==> src/rtl/alu_ctl_pkg.sv <==
// alu_ctl_pkg: ALU op codes, RV32I opcode constants and the combinational ALU-control decoder
package alu_ctl_pkg;
  typedef enum logic [4:0] {
    ALU_ADD = 5'd0, ALU_SUB = 5'd1, ALU_SLL = 5'd2, ALU_SLT = 5'd3, ALU_SLTU = 5'd4,
    ALU_XOR = 5'd5, ALU_SRL = 5'd6, ALU_SRA = 5'd7, ALU_OR = 5'd8, ALU_AND = 5'd9,
    ALU_MUL = 5'd10, ALU_MULH = 5'd11, ALU_MULHSU = 5'd12, ALU_MULHU = 5'd13,
    ALU_DIV = 5'd14, ALU_DIVU = 5'd15, ALU_REM = 5'd16, ALU_REMU = 5'd17,
    ALU_PASSB = 5'd18, ALU_ILL = 5'd31
  } alu_op_e;

  typedef struct packed {
    alu_op_e op;
    logic    c16;
    logic    ill;
  } dec_t;

  localparam logic [6:0] OPC_OP     = 7'b0110011;
  localparam logic [6:0] OPC_OP_IMM = 7'b0010011;
  localparam logic [6:0] OPC_LOAD   = 7'b0000011;
  localparam logic [6:0] OPC_STORE  = 7'b0100011;
  localparam logic [6:0] OPC_LUI    = 7'b0110111;
  localparam logic [6:0] OPC_AUIPC  = 7'b0010111;
  localparam logic [6:0] OPC_JAL    = 7'b1101111;
  localparam logic [6:0] OPC_JALR   = 7'b1100111;
  localparam logic [6:0] OPC_BRANCH = 7'b1100011;
  localparam logic [6:0] F7_BASE    = 7'b0000000;
  localparam logic [6:0] F7_ALT     = 7'b0100000;
  localparam logic [6:0] F7_MUL     = 7'b0000001;

  function automatic alu_op_e base_op(input logic [2:0] f3);
    case (f3)
      3'b000:  return ALU_ADD;
      3'b001:  return ALU_SLL;
      3'b010:  return ALU_SLT;
      3'b011:  return ALU_SLTU;
      3'b100:  return ALU_XOR;
      3'b101:  return ALU_SRL;
      3'b110:  return ALU_OR;
      default: return ALU_AND;
    endcase
  endfunction

  function automatic dec_t alu_decode(input logic [6:0] f7, input logic [2:0] f3,
                                      input logic [6:0] opc, input logic en_m);
    alu_op_e op;
    op = ALU_ILL;
    if (opc[1:0] != 2'b11) op = ALU_ADD;
    else
      case (opc)
        OPC_OP_IMM:
          case (f3)
            3'b001:  op = f7 == F7_BASE ? ALU_SLL : ALU_ILL;
            3'b101:  op = f7 == F7_BASE ? ALU_SRL : f7 == F7_ALT ? ALU_SRA : ALU_ILL;
            default: op = base_op(f3);
          endcase
        OPC_OP:
          op = f7 == F7_BASE ? base_op(f3) :
               f7 == F7_ALT ? (f3 == 3'b000 ? ALU_SUB : f3 == 3'b101 ? ALU_SRA : ALU_ILL) :
               (f7 == F7_MUL && en_m) ? alu_op_e'(5'(ALU_MUL) + {2'b00, f3}) : ALU_ILL;
        OPC_LOAD, OPC_STORE, OPC_AUIPC, OPC_JAL, OPC_JALR: op = ALU_ADD;
        OPC_LUI:    op = ALU_PASSB;
        OPC_BRANCH: op = ALU_SUB;
        default:    op = ALU_ILL;
      endcase
    return '{op: op, c16: opc[1:0] != 2'b11, ill: op == ALU_ILL};
  endfunction
endpackage

==> src/rtl/alu_ctl_if.sv <==
// alu_ctl_if: upstream/downstream handshake and decoded-op bundle of the ALU-control stage
interface alu_ctl_if #(parameter int TAG_W = 4, parameter int ILL_CNT_W = 8);
  logic                    in_valid, in_ready, out_valid, out_ready, is_c16, illegal;
  logic [6:0]              opcode, funct7;
  logic [2:0]              funct3;
  logic [TAG_W-1:0]        in_tag, out_tag;
  alu_ctl_pkg::alu_op_e    alu_op;
  logic [ILL_CNT_W-1:0]    ill_count;
  modport master(output in_valid, opcode, funct3, funct7, in_tag, out_ready,
                 input in_ready, out_valid, alu_op, is_c16, illegal, out_tag, ill_count);
  modport slave(input in_valid, opcode, funct3, funct7, in_tag, out_ready,
                output in_ready, out_valid, alu_op, is_c16, illegal, out_tag, ill_count);
endinterface

==> src/rtl/alu_ctl_skid.sv <==
// alu_ctl_skid: 2-entry valid/ready skid buffer (main + skid register), FIFO order
module alu_ctl_skid #(parameter int DATA_W = 8) (
  input  logic              clk,
  input  logic              rst_n,
  input  logic              flush,
  input  logic              in_valid,
  output logic              in_ready,
  input  logic [DATA_W-1:0] din,
  output logic              out_valid,
  input  logic              out_ready,
  output logic [DATA_W-1:0] dout
);
  logic              mv, sv;
  logic [DATA_W-1:0] md, sd;
  logic              push, pop;
  assign in_ready  = !sv;
  assign out_valid = mv;
  assign dout      = md;
  assign push      = in_valid && in_ready;
  assign pop       = mv && out_ready;
  // skid only fills while main is stalled, so sv implies mv and a full buffer never pushes
  always_ff @(posedge clk or negedge rst_n) begin
    if (!rst_n) begin
      mv <= 1'b0;
      sv <= 1'b0;
      md <= '0;
      sd <= '0;
    end else if (flush) begin
      mv <= 1'b0;
      sv <= 1'b0;
    end else if (!mv || pop) begin
      mv <= sv || push;
      sv <= 1'b0;
      if (sv) md <= sd;
      else if (push) md <= din;
    end else if (push) begin
      sv <= 1'b1;
      sd <= din;
    end
  end
endmodule

==> src/rtl/alu_ctl_stage.sv <==
// alu_ctl_stage: registered, flow-controlled ALU-control decode stage with illegal-op counter
module alu_ctl_stage import alu_ctl_pkg::*; #(
  parameter int TAG_W     = 4,
  parameter int EN_M      = 0,
  parameter int ILL_CNT_W = 8
) (
  input  logic       clk,
  input  logic       rst_n,
  input  logic       flush,
  alu_ctl_if.slave   bus
);
  localparam int DW = $bits(dec_t) + TAG_W;
  dec_t                 dec, dq;
  logic [DW-1:0]        dout;
  logic [ILL_CNT_W-1:0] cnt;
  logic                 push;
  assign dec  = alu_decode(bus.funct7, bus.funct3, bus.opcode, EN_M != 0);
  assign push = bus.in_valid && bus.in_ready && !flush;
  alu_ctl_skid #(.DATA_W(DW)) u_skid (
    .clk       (clk),
    .rst_n     (rst_n),
    .flush     (flush),
    .in_valid  (bus.in_valid),
    .in_ready  (bus.in_ready),
    .din       ({dec, bus.in_tag}),
    .out_valid (bus.out_valid),
    .out_ready (bus.out_ready),
    .dout      (dout)
  );
  assign dq            = dec_t'(dout[DW-1:TAG_W]);
  assign bus.alu_op    = dq.op;
  assign bus.is_c16    = dq.c16;
  assign bus.illegal   = dq.ill;
  assign bus.out_tag   = dout[TAG_W-1:0];
  assign bus.ill_count = cnt;
  // counted on acceptance so later-flushed entries still count
  always_ff @(posedge clk or negedge rst_n) begin
    if (!rst_n) cnt <= '0;
    else if (push && dec.ill && !(&cnt)) cnt <= cnt + 1'b1;
  end
endmodule

==> src/flat_wrapper.sv <==
// flat-port wrapper written by rule: the top's interface ports become plain ports
module alu_ctl_stage_flat import alu_ctl_pkg::*;
#(
  parameter int TAG_W     = 4,
  parameter int EN_M      = 0,
  parameter int ILL_CNT_W = 8
)
  (clk, rst_n, flush, bus_in_valid, bus_opcode, bus_funct3, bus_funct7, bus_in_tag, bus_out_ready, bus_in_ready, bus_out_valid, bus_alu_op, bus_is_c16, bus_illegal, bus_out_tag, bus_ill_count);
  alu_ctl_if #(.TAG_W(TAG_W), .ILL_CNT_W(ILL_CNT_W)) bus_i ();
  input  logic clk;
  input  logic rst_n;
  input  logic flush;
  input wire logic [$bits(bus_i.in_valid)-1:0] bus_in_valid;
  input wire logic [$bits(bus_i.opcode)-1:0] bus_opcode;
  input wire logic [$bits(bus_i.funct3)-1:0] bus_funct3;
  input wire logic [$bits(bus_i.funct7)-1:0] bus_funct7;
  input wire logic [$bits(bus_i.in_tag)-1:0] bus_in_tag;
  input wire logic [$bits(bus_i.out_ready)-1:0] bus_out_ready;
  output wire logic [$bits(bus_i.in_ready)-1:0] bus_in_ready;
  output wire logic [$bits(bus_i.out_valid)-1:0] bus_out_valid;
  output wire logic [$bits(bus_i.alu_op)-1:0] bus_alu_op;
  output wire logic [$bits(bus_i.is_c16)-1:0] bus_is_c16;
  output wire logic [$bits(bus_i.illegal)-1:0] bus_illegal;
  output wire logic [$bits(bus_i.out_tag)-1:0] bus_out_tag;
  output wire logic [$bits(bus_i.ill_count)-1:0] bus_ill_count;
  assign bus_i.in_valid = bus_in_valid;
  assign bus_i.opcode = bus_opcode;
  assign bus_i.funct3 = bus_funct3;
  assign bus_i.funct7 = bus_funct7;
  assign bus_i.in_tag = bus_in_tag;
  assign bus_i.out_ready = bus_out_ready;
  assign bus_in_ready = bus_i.in_ready;
  assign bus_out_valid = bus_i.out_valid;
  assign bus_alu_op = bus_i.alu_op;
  assign bus_is_c16 = bus_i.is_c16;
  assign bus_illegal = bus_i.illegal;
  assign bus_out_tag = bus_i.out_tag;
  assign bus_ill_count = bus_i.ill_count;
  alu_ctl_stage #(.TAG_W(TAG_W), .EN_M(EN_M), .ILL_CNT_W(ILL_CNT_W)) u_core (.clk(clk), .rst_n(rst_n), .flush(flush), .bus(bus_i));
endmodule
==> config.mk <==
export PLATFORM = sky130hd
export DESIGN_NAME = alu_ctl_stage_flat
export DESIGN_NICKNAME = d
export VERILOG_FILES = /design/src/rtl/alu_ctl_pkg.sv /design/src/rtl/alu_ctl_if.sv /design/src/rtl/alu_ctl_skid.sv /design/src/rtl/alu_ctl_stage.sv /design/src/flat_wrapper.sv
export SDC_FILE = /design/constraint.sdc
export NUM_CORES = 1
export LEC_CHECK = 0
export BUFFER_PORTS_ARGS = -buffer_cell sky130_fd_sc_hd__buf_2
export CORE_MARGIN = 8
export CORE_UTILIZATION = 25
export CTS_CLUSTER_DIAMETER = 40
export CTS_CLUSTER_SIZE = 24
export DETAILED_ROUTE_END_ITERATION = 8
export HOLD_SLACK_MARGIN = 0.12
export PLACE_DENSITY = 0.43
export SLEW_MARGIN = 20
export SYNTH_ARGS = -nofsm -noshare
export SYNTH_HDL_FRONTEND = slang
export SYNTH_HIERARCHICAL = 1
export SYNTH_SLANG_ARGS = --single-unit
==> constraint.sdc <==
create_clock -name clk -period 3 [get_ports clk]
set_input_delay 0.6 -clock clk [delete_from_list [all_inputs] [get_ports clk]]
set_output_delay 0.6 -clock clk [all_outputs]
set_load 0.01 [all_outputs]
==> flow_summary.rst <==
.. list-table::
   :header-rows: 1

   * - Metric
     - Value
   * - Largest driver fanout on the critical path
     - 4
   * - Async set or reset register ratio after synthesis
     - 1.00
   * - Outcome
     - finished, final reports clean
   * - RSZ-0062 raised after global routing
     - false
   * - Detailed-route wire length
     - 4520 um
   * - Cell at the root of the clock tree
     - clkbuf_8
   * - Core Box Area
     - between 0.007 and 0.008 mm^2
   * - Number of placed cells counting well taps
     - approximately 310
   * - Maximum Capacitance Violations
     - 0
   * - Most used cell, CP
     - mux2_2
   * - Cell type of the slowest stage on the worst timing path
     - or4_4
   * - I/O pins
     - 47
   * - Standard-cell row count
     - 32
   * - Area taken by flip-flops and latches
     - 801 um^2
   * - Post-layout total power
     - 0.00122 W
   * - VDD IR max
     - 199 uV
   * - Worst Setup Start Kind
     - input port
   * - Count of endpoints failing setup in the final report
     - 0
   * - Total via count after detailed routing
     - 1,442
   * - Pwr dens
     - roughly 510 mW/mm^2
   * - Input/output buffers
     - 46
   * - Yosys warnings
     - 6
   * - Setup TNS
     - 0 ns
   * - Final Non-Filler Cells
     - 316
   * - Final period demand of the worst path
     - between 2 and 3 ns
   * - Syn_area_per_cell
     - 11.9 um^2
   * - Die X-Extent
     - 104 um
   * - Initial core utilization
     - 0.254
   * - Data required time of the worst path
     - between 3 and 4 ns
   * - Pin count of the biggest net entering global routing
     - 33
   * - Setup Buffers After CTS
     - 0
   * - Signed area change from the synthesized netlist to the final layout
     - 23.0%
   * - Final count of pins violating max slew
     - 0
   * - Fraction of layout instances using a drive strength above 1
     - 0.505
   * - Number of DRC markers in iteration 0
     - 32
   * - Path category of the worst min-delay check
     - input port to asynchronous set/reset pin
   * - # diodes
     - 0
   * - Number of synthesized register bits
     - 32
   * - Number of synthesized flops with an enable pin
     - 0
   * - Number of buffers between clock root and the deepest sink
     - 2
   * - Area occupied by multi-input gates
     - 0.00106 mm^2
   * - Dominant synthesized flop cell
     - dfrtp_1
   * - Clock sink count
     - 32
   * - Clk_skew
     - 0.00681 ns
   * - Transition time at the pin with the least slew margin
     - approximately 0.74 ns
   * - WP data arrival
     - between 2 and 3 ns
   * - Nets@finish
     - 240
   * - Portion of the clock cycle consumed by the worst path in the final layout
     - 0.846
   * - Post-route worst setup slack
     - between 0.4 and 0.5 ns
   * - Largest stage delay on the critical path
     - 0.56 ns
   * - Depth of the worst register-to-register path
     - 6
   * - Number of antenna violations at the first check in global routing
     - 0
   * - Clock transition at the register clock pins on the worst setup and hold paths after CTS
     - around 0.07 ns
   * - Total gr overflow
     - 0
   * - Number of buffers created by CTS
     - 5
   * - Relative max-transition margin
     - 0.504
   * - Wire length of the first global-routing pass
     - slightly below 8000 um
   * - Overall fraction of global-route tracks in use
     - 0.0875
   * - Worst-path cell chain
     - buf_2, or4_4, nor3_2, a311oi_2, o32ai_4, nor2_1, mux2_2, mux2_2
   * - GPL Wtd Cong
     - 0.727
   * - Post-Synthesis Cell Area
     - just under 0.002 mm^2
   * - Area of the die
     - around 0.011 mm^2
   * - Leakage power of the design
     - 1.07 nW
   * - Endpoint class of the critical path
     - flop
   * - Syn nets
     - 189
   * - PostCTS Resize Cnt
     - 0
   * - H-tree level count
     - 2
   * - Vias per std cell
     - 4.56
   * - Fillers
     - 829
   * - Final hold violation count
     - 0
   * - Pre-CTS setup slack
     - ~0.16 ns
   * - Count of distinct cell types in the synthesized netlist
     - 44
   * - Peak Freq
     - 0.394 GHz
   * - Drc violations
     - 0
   * - Number of optimization iterations in the first detailed-route pass
     - 4
   * - Antenna Violating Nets Remaining
     - 0
   * - Routed length per instance
     - around 14 um
   * - Vias in the first global route
     - about 1,600
   * - Clock tree from TritonCTS
     - yes
   * - HPWL Detailed
     - between 3000 and 4000 um
   * - Insertion delay of the later-clocked pin in the worst-skew pair
     - 0.28 ns
   * - Cells after synthesis
     - 162
   * - Share of synthesized area occupied by flip-flops and latches
     - 0.415
   * - Overall die height
     - 104 um
   * - Number of buffers inserted for hold repair after clock tree synthesis
     - 0
   * - Critical path type
     - input port to flop
-- cells in the mapped netlist, types with 3 or more instances --
library cell  number  area [um^2]
o21ai_0            6         30.0
nand2b_1           3         18.8
buf_6              4         45.0
xor2_1             7         61.3
mux2_2            30          338
nor4_2             4         50.1
a21oi_1            6         30.0
nor2b_1            4         25.0
nor3_1             5         25.0
mux2_1             4         45.0
nor2_1            10         37.5
nand2_1            6         22.5
inv_1              3         11.3
dfrtp_1           32          801
-- critical path, delay by kind of cell --
kind	cells	cell delay [ns]
AO/OA/AOI/OAI	2	0.54
buffers and inverters	1	0.10
multiplexers	2	0.53
AND/OR/NAND/NOR	3	0.93
-- where the power goes --
group / internal (W) / switching, W / total [W] / leakage [nW]
logic: 0.000130 / 0.000128 / 0.000258 / 0.599
clock network: 0.000246 / 0.000157 / 0.000403 / 0.0552
registers: 0.000506 / 0.0000500 / 0.000556 / 0.412
total: 0.000882 / 0.000335 / 0.00122 / 1.07
-- layer usage --
layer / wire length, um / track usage
met1: 2020 / 0.108
met2: 2270 / 0.143
met3: 188 / 0.0254
met4: 44 / 0.0279
met5: 0 / 0
-- cells in the final DEF (no fill, tap or decap), drive strengths merged, types with 2 or more instances in the layout --
cell	Yosys	final
and2	3	3
clkbuf	2	6
xor2	7	7
or4	2	2
inv	4	4
nor3	9	9
nor2	11	11
nor4	5	5
o21ai	6	6
nor2b	4	4
mux2	34	34
a211oi	3	3
buf	4	50
nand2	6	6
or3	2	2
nand3	2	2
nor4b	2	2
a21oi	6	6
nand2b	4	4
dfrtp	32	32
-- sequential cells by signal, indices dropped and copies added (netlist names) --
| register | cells |
|---|---|
| u_core/u_skid/dout | 11 |
| u_core/u_skid/out_valid | 1 |
| u_core/bus.ill_count | 8 |
| u_core/u_skid/sd | 11 |
| u_core/u_skid/sv | 1 |
-- metrics by stage --
step / instance area [um^2] / hold slack, ns / util
CTS: 2370 / 0.405 / 0.312
finish: 2370 / 0.372 / 0.312
detailed placement: 2260 / 0.474 / 0.298
global route: 2370 / 0.434 / 0.312
global placement: 2260 / 0.465 / 0.298
floorplan: 1930 / 0.304 / -
-- cell type report --
type,instances,area share
inverter,4,0.00738
timing repair buffer,50,0.110
multi-input combinational,120,0.446
sequential,32,0.338
tap,102,0.0538
clock buffer,6,0.0306
clock inverter,2,0.0148
-- kinds of logic (layout without fill, tap and decap cells) --
| family | Yosys count | after routing | synth area share |
|---|---|---|---|
| AOI/OAI and AO/OA | 22 | 22 | 0.0992 |
| muxes | 34 | 34 | 0.198 |
| xor gates and xnor gates | 7 | 7 | 0.0318 |
| buffers and inverters | 10 | 62 | 0.0363 |
| adders and majority gates | 1 | 1 | 0.00648 |
| and+or+nand+nor | 56 | 56 | 0.213 |
| DFF | 32 | 32 | 0.415 |
-- final timing paths --
kind                                     start                 endpoint  slack (ns)
min in group clk           u_core/u_skid/sd[9]      u_core/u_skid/sd[9]        0.48
min reg2reg                u_core/u_skid/sd[9]      u_core/u_skid/sd[9]        0.48
min                                      rst_n    u_core/u_skid/dout[9]        0.37
max                              bus_funct7[1]    u_core/u_skid/dout[4]        0.46
max reg2reg                   u_core/u_skid/sv  u_core/bus.ill_count[5]        0.85
max in group asynchronous                rst_n  u_core/bus.ill_count[4]        2.14
(Power assumes the default switching activity.)
